`src/rtl/key_debounce_multi.sv`:
```
// Multi-channel push-button conditioner: per-key synchroniser, debounce,
// press/release pulses, toggle state and long-press detection.

module key_debounce_multi_lane #(
    parameter int DEBOUNCE_CYCLES = 240000,
    parameter int LONG_CYCLES     = 12000000,
    parameter int ACTIVE_LOW      = 1
) (
    input  logic clk,
    input  logic rst_n,
    input  logic pin,
    output logic level,
    output logic press,
    output logic rel,
    output logic toggle,
    output logic lng,
    output logic held
);
    localparam int   DW   = $clog2(DEBOUNCE_CYCLES);
    localparam int   HW   = $clog2(LONG_CYCLES);
    localparam logic IDLE = (ACTIVE_LOW != 0) ? 1'b1 : 1'b0;
    localparam logic [DW-1:0] DMAX = DW'(DEBOUNCE_CYCLES - 1);
    localparam logic [HW-1:0] HMAX = HW'(LONG_CYCLES - 1);

    logic [1:0]    sync;
    logic [DW-1:0] dcnt;
    logic [HW-1:0] hcnt;
    logic          s;
    logic          accept;

    // XOR with the idle level maps the synchronised pin to 1 = pressed
    assign s      = sync[1] ^ IDLE;
    assign accept = (s != level) && (dcnt == DMAX);

    always_ff @(posedge clk or negedge rst_n) begin
        if (!rst_n) begin
            sync   <= {2{IDLE}};
            dcnt   <= '0;
            hcnt   <= '0;
            level  <= 1'b0;
            press  <= 1'b0;
            rel    <= 1'b0;
            toggle <= 1'b0;
            lng    <= 1'b0;
            held   <= 1'b0;
        end else begin
            sync  <= {sync[0], pin};
            press <= 1'b0;
            rel   <= 1'b0;
            lng   <= 1'b0;

            if (s == level) begin
                dcnt <= '0;
            end else if (accept) begin
                dcnt  <= '0;
                level <= s;
                press <= s;
                rel   <= ~s;
                if (s)
                    toggle <= ~toggle;
            end else begin
                dcnt <= dcnt + 1'b1;
            end

            // hcnt freezes once held is set; only an accepted release clears it
            if (accept && !s) begin
                held <= 1'b0;
                hcnt <= '0;
            end else if (!level) begin
                hcnt <= '0;
            end else if (!held) begin
                if (hcnt == HMAX) begin
                    lng  <= 1'b1;
                    held <= 1'b1;
                end else begin
                    hcnt <= hcnt + 1'b1;
                end
            end
        end
    end
endmodule

module key_debounce_multi #(
    parameter int NUM_KEYS        = 3,
    parameter int DEBOUNCE_CYCLES = 240000,
    parameter int LONG_CYCLES     = 12000000,
    parameter int ACTIVE_LOW      = 1
) (
    input  logic                clk,
    input  logic                rst_n,
    input  logic [NUM_KEYS-1:0] key_in,
    output logic [NUM_KEYS-1:0] key_level,
    output logic [NUM_KEYS-1:0] key_press,
    output logic [NUM_KEYS-1:0] key_release,
    output logic [NUM_KEYS-1:0] key_toggle,
    output logic [NUM_KEYS-1:0] key_long,
    output logic [NUM_KEYS-1:0] key_held
);
    for (genvar i = 0; i < NUM_KEYS; i++) begin : g_lane
        key_debounce_multi_lane #(
            .DEBOUNCE_CYCLES (DEBOUNCE_CYCLES),
            .LONG_CYCLES     (LONG_CYCLES),
            .ACTIVE_LOW      (ACTIVE_LOW)
        ) u_lane (
            .clk    (clk),
            .rst_n  (rst_n),
            .pin    (key_in[i]),
            .level  (key_level[i]),
            .press  (key_press[i]),
            .rel    (key_release[i]),
            .toggle (key_toggle[i]),
            .lng    (key_long[i]),
            .held   (key_held[i])
        );
    end
endmodule

```
`config.mk`:
```
export PLATFORM = sky130hd
export DESIGN_NAME = key_debounce_multi
export DESIGN_NICKNAME = d
export VERILOG_FILES = /design/src/rtl/key_debounce_multi.sv
export SDC_FILE = /design/constraint.sdc
export NUM_CORES = 1
export LEC_CHECK = 0
export BUFFER_PORTS_ARGS = -buffer_cell sky130_fd_sc_hd__buf_4
export CORE_MARGIN = 2
export CORE_UTILIZATION = 55
export DETAILED_ROUTE_END_ITERATION = 6
export PLACE_DENSITY_LB_ADDON = 0.15
export RECOVER_POWER = 25
export SYNTH_ARGS = -nofsm -noshare
export SYNTH_HDL_FRONTEND = slang
export SYNTH_HIERARCHICAL = 1
export SYNTH_SLANG_ARGS = --single-unit
```
`constraint.sdc`:
```
create_clock -name clk -period 1.95 [get_ports clk]
set_clock_uncertainty 0.05 [all_clocks]
set_input_delay 0 -clock clk [delete_from_list [all_inputs] [get_ports clk]]
set_output_delay 0 -clock clk [all_outputs]
set_load 0.005 [all_outputs]
```
==> results, run 1 <==
- The share of synthesized area in the top cell type comes to 0.481.
- The fraction of power consumed by combinational cells is 0.024.
- The tightest min-delay check is of the in2reg type.
- The final count of pins violating max slew is 0.
- In the post-synthesis netlist, the biggest area contributors are dfrtp_1 (48%), xor2_1 (5.3%), nor2_1 (5.0%).
- Of the total power, registers draw 0.480.
- The last weighted congestion value of the routability-driven placer is 0.861.
- The commonest cells after synthesis are dfrtp_1 (144), nor2_1 (99), nand2_1 (60).
- The placement-stage cell area is 8270 um2.
- The global router's overall resource usage is 0.237.
- Cell internal power was estimated by the tool at 5.18 mW.
- The smallest hold slack is 186 ps.
- The final antenna-violating net count is 0.
- Setup repair after global routing could not meet its margin everywhere.
- The multi-input combinational cell area is 3760 um2.
- Dividing the synthesized area by the synthesized cell count gives 9.90 um2.
- For the pin with the worst max-slew slack, the measured transition is 1440 ps.
- The delay of the slowest cell on the worst path is 380 ps.
- The filler cell count in the final layout is 1,022.
- The area overhead of the layout relative to synthesis is 22.6%.
- The ratio of cells with drive above 1 in the final layout is 0.220.
- The most used flip-flop cell after synthesis is dfrtp_1.
- The final critical-path share of the clock period is 0.973.
- The number of design rule violations left after detail routing is 0.
- The number of buffers inserted by port buffering is 22.
- The worst slew margin relative to its limit is 0.0393.
- The net switching share of the total power is 0.213.
- The initial antenna violation count was 0.
- The sequential cell area is 3760 um2.
- The later-pin clock latency in the skew report is 420 ps.
- The total global routing overflow is 0.
- For this design the ratio of total power to cell area is 718 nW/um2.
- The register bit count reported by yosys is 150.
- The total half-perimeter wirelength after legalization and detailed placement is 11.1 mm.
- Setup slack on the critical path of the routed design comes to 52.3 ps.
- The die height is 121 um.
- The clock tree from TritonCTS is done.
- The cell with the largest stage delay on the worst path is or3_1.
- The number of enable-type register cells in the synthesized netlist is 0.
- The detail-routed via count per cell is 5.85.
- The clock-pin slew on the worst setup and hold paths is 60 ps.
- The biggest area contributor in the post-synthesis netlist is dfrtp_1.
- The via count of the first global-routing pass was 5,948.
- Clock tree synthesis inserted a total of 17 buffers.
- The total iterations of the first detailed-routing run is 5.
- The worst ir drop on vdd is 0.755 mV.
- The share of total power dissipated in the clock network is 0.496.
- The detailed router finished its first iteration with 470 violations.
- The net count after synthesis is 770.
- The wire length of the first global-routing pass is 27.7 mm.
- The arrival time at the worst endpoint is 2200 ps.
- The worst endpoint required time is 2250 ps.
- The total area inside the core boundary comes to 13,200 um2.
- The peak clock frequency supported by timing is 0.527 GHz.
- After technology mapping, the gate count stands at 756.
- After synthesis the cells add up to 7480 um2.
- After routing the design area is 9170 um2.
- Entering global routing, the biggest net connects 57 pins.
- The number of failing setup endpoints in the final timing report is 0.
- The count of vias placed by the detailed router is 6,127.
- The cell sitting at the root of the clock tree is a clkbuf_16.
- Of all nets on the critical path, the largest fanout is 7.
- The largest buffer count on any clock path is 2.
- Walking the worst path, the cells encountered are ha_1, nand3_1, or2_1, a211o_4, or3_1, a21oi_2.
- In the post-synthesis netlist, the cell with the most instances is dfrtp_1.
- The setup path with the least slack is of type reg2reg.
- Summed over all layers, the routed wires come to 16.6 mm.
- In this run the count of I/O pins placed on the die edge is 23.
- The kind of capture point of the worst setup path is a flip-flop.
- For this design the total switching power over the nets is 1.40 mW.
- The mean routed wirelength per cell is 15.9 um.
- The number of synthesis warnings is 6.
- The setup slack after placement is -11.9 ps.
- The number of cell rows is 42.
- The type of origin of the critical path is a flip-flop.
- The flow ran to the end, and the final reports show no timing, DRC or antenna violations.
- The tool flagged a number of max-cap violations equal to 0.
- The share of the Yosys chip area taken by registers is 0.503.
- The post-synthesis cell type count is 47.
- In the final design database the tool counted 872 nets.
- The leakage component of the power is 3.97 nW.
- The H-tree generated during clock tree synthesis spans 4 levels.
- The initial utilization of the core area, before any placement, comes to 0.565.
- The number of hold violations in the final report is 0.
- The post-route minimum period is 1900 ps.
- The number of clock sinks seen by CTS is 150.
- The width of the die is 121 um.
- The proportion of synthesized flip-flops having asynchronous set or reset is 1.00.
- The diode insertion count for antenna repair is 0.
- The die covers 14,600 um2.
## power groups by stage
stage                     sequential [mW]  combinational [mW]  clock (mW)
after floorplan                      3.21              0.0515           0
after global placement               3.21               0.149           0
after detailed placement             3.21               0.155           0
after CTS                            3.16               0.162        3.33
after global routing                 3.16               0.186        3.47
final                                3.16               0.157        3.27
## placed cells by master, fill, tap and decap left out, types with 9 or more instances in the layout
cell	count
clkbuf_16	17
or3_1	28
and3_1	24
or4_1	14
dfrtp_1	144
buf_4	88
inv_1	15
a21oi_1	36
nand3_1	36
nand4_1	27
xnor2_1	21
nand2_1	60
o21ai_0	27
nor4_1	9
nor2_1	96
nor3_1	19
o31ai_1	15
xor2_1	45
## through the flow
stage	util	total power [mW]	cells	setup TNS, ps
floorplan	-	3.26	756	0
global placement	0.624	3.36	999	0
detailed placement	0.624	3.37	999	-26.6
CTS	0.674	6.65	1035	0
global route	0.693	6.82	1047	-740
finish	0.693	6.58	1047	0
## cell type report
cell class	count	area share
Clock buffer	22	0.0517
Tap cell	176	0.0240
Multi-Input combinational cell	574	0.410
Clock inverter	10	0.0131
Sequential cell	150	0.410
Timing Repair Buffer	100	0.0853
Inverter	15	0.00614
## worst max-delay path: cells and delay by family (launching register included)
family | cells | cell delay (ps)
AO/OA/AOI/OAI | 2 | 460
adder cells (fa/ha/maj) | 1 | 170
flip-flops | 1 | 350
AND/OR/NAND/NOR | 3 | 800
## what timing repair did
action,CTS,global route
buffers inserted,0,8
gates resized for setup,4,34
pin swaps,0,10
hold buffers,4,0
setup endpoints to repair,24,73
gates cloned,0,4
endpoints found under the hold margin,148,0
## final timing paths
kind / from / end / slack [ps] / depth (start not counted)
max: g_lane[1].u_lane/hcnt[1] / g_lane[1].u_lane/hcnt[12] / 50 / 6
min: key_in[1] / g_lane[1].u_lane/sync[0] / 190 / 2
max reg2reg: g_lane[1].u_lane/hcnt[1] / g_lane[1].u_lane/hcnt[12] / 50 / 6
min reg2reg: g_lane[0].u_lane/sync[0] / g_lane[0].u_lane/sync[1] / 310 / 0
max in group asynchronous: rst_n / g_lane[1].u_lane/sync[0] / 370 / 3
min in group asynchronous: rst_n / g_lane[0].u_lane/hcnt[12] / 400 / 2
## cell families (layout without fill, tap and decap cells)
logic type,Yosys count,in the layout,share of synthesized area
mux,3,3,0.00401
simple gates,384,384,0.287
buf+inv,36,147,0.0261
compound gates,108,112,0.0878
flops,150,150,0.503
xor+xnor,66,66,0.0772
fa+ha+maj,9,9,0.0150
## routing by layer
layer	GRT usage	vias up	part of all wire
met5	0	-	0
met4	0.0574	0	0.0084
met3	0.0566	11	0.036
met2	0.391	124	0.50
met1	0.318	3052	0.45
li1	-	2940	-
## sequential cells by signal, indices dropped and copies added, names as in the netlist
signal                flops
g_lane.u_lane/dcnt       54
g_lane.u_lane/hcnt       72
g_lane.u_lane/held        3
g_lane.u_lane/level       3
g_lane.u_lane/lng         3
g_lane.u_lane/press       3
g_lane.u_lane/rel         3
g_lane.u_lane/sync        6
g_lane.u_lane/toggle      3
Power figures use the tool's default switching activity.
==> run 2, diff against run 1 <==
ABC_AREA = 1   (was unset)
==> results, run 2 <==
- The later-pin clock latency in the skew report is 420 ps (about the same).
- The actual slew at the worst max-slew pin is 1530 ps (+92.4 ps).
- The sum of routed wire length over all layers is 19.1 mm (+15%).
- The wire length of the first global-routing pass is 32.7 mm (+18%).
- The last weighted congestion value of the routability-driven placer is 0.935 (+8.6%).
- The total iterations of the first detailed-routing run is 7 (+2).
- The sequential cell area is 3760 um2 (unchanged).
- The cell seen most often among critical-path stages is inv_2.
- The proportion of synthesized flip-flops having asynchronous set or reset was 1.00 (unchanged).
- The number of enable-type register cells in the synthesized netlist is 0 (unchanged).
- The clock-pin slew on the worst setup and hold paths was 60 ps (about the same).
- The number of flip-flops under the largest register name is 72 (unchanged).
- The net count after synthesis is 1,205 (+56%).
- The count of max-cap constraint violations is 1 (+1).
- The clock tree from TritonCTS is done.
- The worst ir drop on vdd is 0.884 mV (+17%).
- The library cell used most frequently in the layout, excluding fill and tap cells, is nand2_1.
- The largest net degree at the start of global routing is 61 (+7.0%).
- The number of top-level pins is 23 (unchanged).
- The post-synthesis cell type count is 31 (-34%).
- The width of the die is 131 um (+8.6%).
- The register bit count reported by yosys is 150 (unchanged).
- The worst slew margin relative to its limit was -0.0223 (-0.0616).
- The leakage component of the power is 4.41 nW (+11%).
- The mean routed wirelength per cell is 12.9 um (-19%).
- The final reports fail on max-capacitance violations, max-slew violations.
- The number of violations reported at the end of detailed-routing iteration 0 is 687 (+46%).
- The number of instances in the synthesized netlist is 1,191 (+58%).
- The final count of pins violating max slew is 60 (+60).
- The post-synthesis sequential area ratio is 0.424 (-0.0786).
- The number of nets in the final layout is 1,272 (+46%).
- The number of failing setup endpoints in the final timing report is 0 (unchanged).
- Relative to the synthesized area, the layout overhead comes to 16.3%.
- The number of synthesis warnings is 6 (unchanged).
- The core area is 15,800 um2 (+20%).
- After synthesis, the most frequently instantiated cells are nand2_1 (300), nor2_1 (228), inv_1 (153).
- The diode insertion count for antenna repair is 0 (unchanged).
- In the synthesized netlist the dominant register cell turns out to be dfrtp_1.
- The number of hold violations in the final report is 0 (unchanged).
- The number of clock sinks seen by CTS is 150 (unchanged).
- The type of origin of the critical path is a flip-flop.
- The die height is 131 um (+8.6%).
- In the final layout, the registers with the most flip-flops are g_lane.u_lane/hcnt: 72 flops, g_lane.u_lane/dcnt: 54 flops, g_lane.u_lane/sync: 6 flops.
- The largest total area in the synthesized netlist belongs to dfrtp_1.
- STA classifies the critical path endpoint as a flip-flop.
- The final critical-path share of the clock period is 0.968 (-0.00509).
- The total half-perimeter wirelength after legalization and detailed placement is 13.4 mm (+21%).
- The post-route minimum period is 1890 ps (-9.92 ps).
- The number of cell rows is 46 (+9.5%).
- The cell family with the largest share of critical-path delay is simple AND/OR/NAND/NOR gates.
- The total power divided by cell area is 679 nW/um2 (-5.4%).
- The final antenna-violating net count came to 0 (unchanged).
- The kind of critical path is reg2reg.
- The cell with the largest stage delay on the worst path is dfstp_2.
- The register containing the most flip-flops in the final layout is g_lane.u_lane/hcnt.
- The top-area cell type share of the netlist area is 0.406 (-0.0754).
- The count of vias placed by the detailed router is 7,625 (+24%).
- The worst endpoint required time was 2210 ps (-40 ps).
- The aggregate negative setup slack is 0 ps (unchanged).
- The detail-routed via count per cell is 5.13 (-12%).
- The cell chosen for the clock root is clkbuf_16.
- The mean post-synth cell area is 7.45 um2 (-25%).
- The maximum fanout along the worst path was 14 (+7).
- The via count of the first global-routing pass came to 7,088 (+19%).
- The ratio of cells with drive above 1 in the final layout is 0.142 (-0.0780).
- The summed instance area of the synthesized netlist is 8870 um2 (+19%).
- The filler cell count in the final layout was 1,382 (+35%).
- The run finished, with violations left.
- The global router's overall resource usage is 0.236 (-0.000928).
- The deepest level of the CTS H-tree is 4 (unchanged).
- The total clock buffers created by CTS is 17 (unchanged).
- The largest buffer count on any clock path came to 2 (unchanged).
- Traced cell by cell, the critical path runs through inv_2, ha_4, inv_2, nand2_2, nor3_4, nand4_4, nand2_8, inv_8, o21ai_0, nor2_1.
- The type of the tightest min-delay check is in2reg.
- The arrival time at the worst endpoint is 2140 ps (-60 ps).
- The peak clock frequency supported by timing is 0.530 GHz (+0.53%).
- The buffers plus inverters on the worst setup path is 3 (+3).
- The top cell types in the final layout, fill and taps aside, are nand2_1 (296), nor2_1 (228), inv_1 (152), dfrtp_1 (144), nand3_1 (65).
- Sorting the synthesized cells by area gives the leading types as dfrtp_1 (41%), nand2_1 (13%), nor2_1 (9.6%).
- The total global routing overflow is 0 (unchanged).
- The multi-input combinational cell area is 4430 um2 (+18%).
- Among all cell types in the netlist, the one instantiated most often is nand2_1.
- The initial antenna violation count was 0 (unchanged).
- Setup repair after global routing could not meet its margin everywhere.
- The utilization of the core after routing was 0.652 (-0.0409).
- The floorplan die area is 17,200 um2 (+18%).
- The number of buffers inserted by port buffering came to 22 (unchanged).
- The number of design rule violations left after detail routing is 0 (unchanged).
- The starting utilization of the core area is 0.561 (-0.00456).
- The delay of the slowest cell on the worst path is 540 ps (+160 ps).
==> run 2: cell types whose count changed after synthesis, sizes merged, moves of 30 or more <==
cell    change
nand3      +36
nor2      +156
nand2     +252
o21bai     +33
and3       -30
or3        -30
inv       +156
==> run 2: power by group <==
group	leakage [nW]	total (mW)	switching, mW	internal, mW
combinational	2.02	0.180	0.119	0.0604
clock	0.322	3.67	1.30	2.37
sequential	2.07	3.16	0.0164	3.14
total	4.41	7.01	1.43	5.57
==> run 2: stage by stage <==
| stage | setup WS [ps] | power, mW | cells | hold slack [ps] | area (um2) |
|---|---|---|---|---|---|
| floorplan | 7.60 | 3.27 | 1191 | -346 | 8890 |
| global placement | 72.8 | 3.38 | 1444 | -28.4 | 9430 |
| detailed placement | 29.4 | 3.38 | 1444 | -25.2 | 9430 |
| CTS | 6.37 | 7.08 | 1480 | 93.7 | 10100 |
| global route | -35.1 | 7.25 | 1487 | 182 | 10300 |
| finish | 62.2 | 7.01 | 1487 | 189 | 10300 |
==> run 2: worst register-to-register path, delay by kind of cell (launching register included) <==
kind,cells,cell delay [ps]
AND/OR/NAND/NOR,5,740
flip-flops,1,540
adder cells (fa/ha/maj),1,210
buffers and inverters,3,180
AO/OA/AOI/OAI,1,80
==> run 2: metal layers <==
metal / share of wire / vias to the layer above / global-route usage / routed length [um]
met5: 0 / - / 0 / 0
met4: 0.011 / 0 / 0.0613 / 208
met3: 0.039 / 16 / 0.0468 / 738
met2: 0.47 / 152 / 0.386 / 9020
met1: 0.48 / 3544 / 0.324 / 9160
li1: - / 3913 / - / -
==> run 2: path summary, 6_finish.rpt <==
path | slack [ps] | endpoint | depth (start not counted) | startpoint
max in group asynchronous | 290 | g_lane[0].u_lane/sync[0] | 3 | rst_n
hold reg to reg | 310 | g_lane[2].u_lane/sync[1] | 0 | g_lane[2].u_lane/sync[0]
setup reg to reg | 60 | g_lane[2].u_lane/hcnt[16] | 10 | g_lane[2].u_lane/sync[1]
setup / recovery | 60 | g_lane[2].u_lane/hcnt[16] | 10 | g_lane[2].u_lane/sync[1]
hold / removal | 190 | g_lane[2].u_lane/sync[0] | 2 | key_in[2]
min in group asynchronous | 450 | g_lane[1].u_lane/hcnt[22] | 2 | rst_n
==> run 2: logic make-up (layout without fill, tap and decap cells) <==
| kind of cell | after synthesis | in the layout | synth area share |
|---|---|---|---|
| and+or+nand+nor | 747 | 747 | 0.395 |
| AOI/OAI and AO/OA | 66 | 66 | 0.0474 |
| buffers and inverters | 186 | 266 | 0.0884 |
| DFF | 150 | 150 | 0.424 |
| xor gates and xnor gates | 33 | 33 | 0.0326 |
| adders and majority gates | 9 | 9 | 0.0127 |
==> run 2: timing repair <==
| item | CTS | global route |
|---|---|---|
| cloned | 0 | 2 |
| setup endpoints to repair | 1 | 82 |
| pin swaps | 0 | 12 |
| gates resized for setup | 1 | 29 |
| endpoints found under the hold margin | 115 | 0 |
| hold buffers | 4 | 0 |
| setup buffers | 0 | 5 |
==> run 2: layout make-up <==
class,instances,area share
clock buffers,20,0.0452
well taps,216,0.0262
repair buffers,63,0.0507
flip-flops and latches,150,0.365
multi-input cells,855,0.429
clock inverters,12,0.0192
inverters,171,0.0651
==> run 3, diff against run 2 <==
CORE_ASPECT_RATIO = 1.2   (was unset)
GPL_ROUTABILITY_DRIVEN = 0   (was unset)
HOLD_SLACK_MARGIN = 0.06   (was unset)
==> results, run 3 (synthesis results as in run 2) <==
- The flow ran to the end, and the final reports show no timing, DRC or antenna violations.
- The largest buffer count on any clock path is 2 (unchanged).
- The later-pin clock latency in the skew report is 420 ps (about the same).
- The post-route minimum period came to 1870 ps (-18.0 ps).
- The diode insertion count for antenna repair is 0 (unchanged).
- The peak clock frequency supported by timing is 0.535 GHz (+0.96%).
- The die height is 143 um (+9.3%).
- The mean routed wirelength per cell was 12.9 um (about the same).
- The count of vias placed by the detailed router came to 7,664 (+0.51%).
- The area overhead of the layout relative to synthesis is 14.9%.
- The total global routing overflow is 0 (unchanged).
- The number of flip-flops under the largest register name is 72 (unchanged).
- Following the worst setup path forward leads to its endpoint at g_lane[0].u_lane/lng.
- The kind of capture point of the worst setup path is a flip-flop.
- The final design instance area without fill came to 10,200 um2 (-1.2%).
- The cell chosen for the clock root is clkbuf_16.
- The actual slew at the worst max-slew pin is 1180 ps (-350 ps).
- Setup repair after global routing could not meet its margin everywhere.
- The critical path startpoint is g_lane[0].u_lane/sync[1].
- The total iterations of the first detailed-routing run is 4 (-3).
- The worst register-to-register path begins at g_lane[0].u_lane/sync[1].
- The number of nets in the final layout is 1,269 (-0.24%).
- The core area is 15,700 um2 (-0.79%).
- The signal on the critical path passes through inv_2, ha_4, inv_4, nand2_2, nor3_4, nand4_4, nand2_8, buf_6, nor3_1.
- The total half-perimeter wirelength after legalization and detailed placement is 13.0 mm (-3.1%).
- TritonCTS built the clock tree.
- The worst slew margin relative to its limit is 0.211 (+0.233).
- The worst endpoint required time is 2210 ps (about the same).
- The largest net degree at the start of global routing is 85 (+39%).
- The delay of the slowest cell on the worst path is 530 ps (about the same).
- The count of max-cap constraint violations came to 0 (-1).
- Leaving out fill and tap cells, the most frequent cell in the layout is nand2_1.
- The worst setup path is launched from a flip-flop.
- The worst ir drop on vdd is 0.628 mV (-29%).
- The number of clock sinks seen by CTS is 150 (unchanged).
- The number of violations reported at the end of detailed-routing iteration 0 is 482 (-30%).
- The floorplan die area is 17,200 um2 (about the same).
- The wire length of the first global-routing pass is 33.2 mm (+1.7%).
- The total clock buffers created by CTS is 17 (unchanged).
- The initial antenna violation count is 0 (unchanged).
- The total power divided by cell area is 656 nW/um2 (-3.4%).
- The ratio of cells with drive above 1 in the final layout came to 0.137 (-0.00518).
- The clock-pin slew on the worst setup and hold paths is 60 ps (about the same).
- The arrival time at the worst endpoint was 2130 ps (about the same).
- The worst setup slack after layout is 80.2 ps (+18.0 ps).
- In this run the critical register-to-register path is captured at g_lane[0].u_lane/lng.
- The detail-routed via count per cell came to 5.19 (+1.3%).
- The final critical-path share of the clock period is 0.959 (-0.00924).
- The placement-stage cell area is 9400 um2 (-0.37%).
- The cell depth of the worst flop-to-flop path is 9 (-1).
- The setup slack after placement is 40.2 ps (+10.8 ps).
- The number of top-level pins is 23 (unchanged).
- The global router's overall resource usage is 0.235 (-0.000667).
- The number of buffers inserted by port buffering came to 22 (unchanged).
- The leakage component of the power is 4.35 nW (-1.3%).
- The number of cell rows is 50 (+8.7%).
- The starting utilization of the core area came to 0.565 (+0.00447).
- The register containing the most flip-flops in the final layout is g_lane.u_lane/hcnt.
- The total power after layout came to 6.69 mW (-4.5%).
- The top cell types in the final layout, fill and taps aside, are nand2_1 (297), nor2_1 (227), inv_1 (152), dfrtp_1 (144), nand3_1 (65).
- The number of failing setup endpoints in the final timing report is 0 (unchanged).
- The via count of the first global-routing pass is 7,373 (+4.0%).
- The final antenna-violating net count is 0 (unchanged).
- The sum of routed wire length over all layers was 19.0 mm (-0.75%).
- The width of the die is 120 um (-8.4%).
- The number of hold violations in the final report is 0 (unchanged).
- The largest registers in the layout are g_lane.u_lane/hcnt: 72 flops, g_lane.u_lane/dcnt: 54 flops, g_lane.u_lane/sync: 6 flops.
- The final count of pins violating max slew came to 0 (-100%).
- The number of design rule violations left after detail routing is 0 (unchanged).
- The setup slack of the worst register-to-register path is 80 ps (+20 ps).
- The cell with the largest stage delay on the worst path is dfstp_2.
- The type of the tightest min-delay check is in2reg.
- The setup path with the least slack is of type reg2reg.
- The deepest level of the CTS H-tree is 4 (unchanged).
- The maximum fanout along the worst path is 9 (-5).
==> run 3: per-layer routing <==
metal	share of wire	global-route usage
met3	0.025	0.0363
met5	0	0
met4	0.015	0.0830
met1	0.47	0.307
met2	0.49	0.399
==> run 3: worst min path at each step <==
stage               cells past startpoint  startpoint                   endpoint
floorplan                               0       rst_n   g_lane[0].u_lane/dcnt[0]
global placement                        1       rst_n  g_lane[0].u_lane/hcnt[18]
detailed placement                      1       rst_n  g_lane[0].u_lane/hcnt[18]
CTS                                     3       rst_n   g_lane[0].u_lane/hcnt[6]
global route                            2   key_in[1]   g_lane[1].u_lane/sync[0]
finish                                  2   key_in[1]   g_lane[1].u_lane/sync[0]
==> run 3: report_power, final <==
group          leakage [nW]  total (mW)  switching [mW]  internal (mW)
clock                 0.299        3.36            1.30           2.06
combinational          1.99       0.176           0.120         0.0565
sequential             2.07        3.16          0.0170           3.14
==> run 3: through the flow <==
stage / instances / TNS (ps) / hold slack (ps) / util
global placement: 1431 / 0 / -187 / 0.599
finish: 1476 / 0 / 192 / 0.649
detailed placement: 1431 / 0 / -187 / 0.599
floorplan: 1191 / 0 / -346 / -
CTS: 1469 / 0 / 89.4 / 0.641
global route: 1476 / -105 / 190 / 0.649
==> run 3: worst max-delay path: cells and delay by family (launching register included) <==
family / cells / cell delay [ps]
adders and majority gates: 1 / 220
buffers and inverters: 3 / 250
DFF: 1 / 530
and+or+nand+nor: 5 / 710
==> run 3: final cells by class <==
type                            count  area (um2)
Fill cell                        1403        5510
Multi-Input combinational cell    855        4410
Sequential cell                   150        3760
Inverter                          171         677
Clock buffer                       22         494
Timing Repair Buffer               59         467
Tap cell                          208         260
Clock inverter                     10         116
Timing Repair inverter              1        6.26
==> run 3: what timing repair did <==
action                                  4_1_cts  5_1_grt
hold buffers                                  6        0
hold endpoints to repair                    150        0
setup buffers                                 0        5
endpoints found under the setup margin        0       80
resized for setup                             0       32
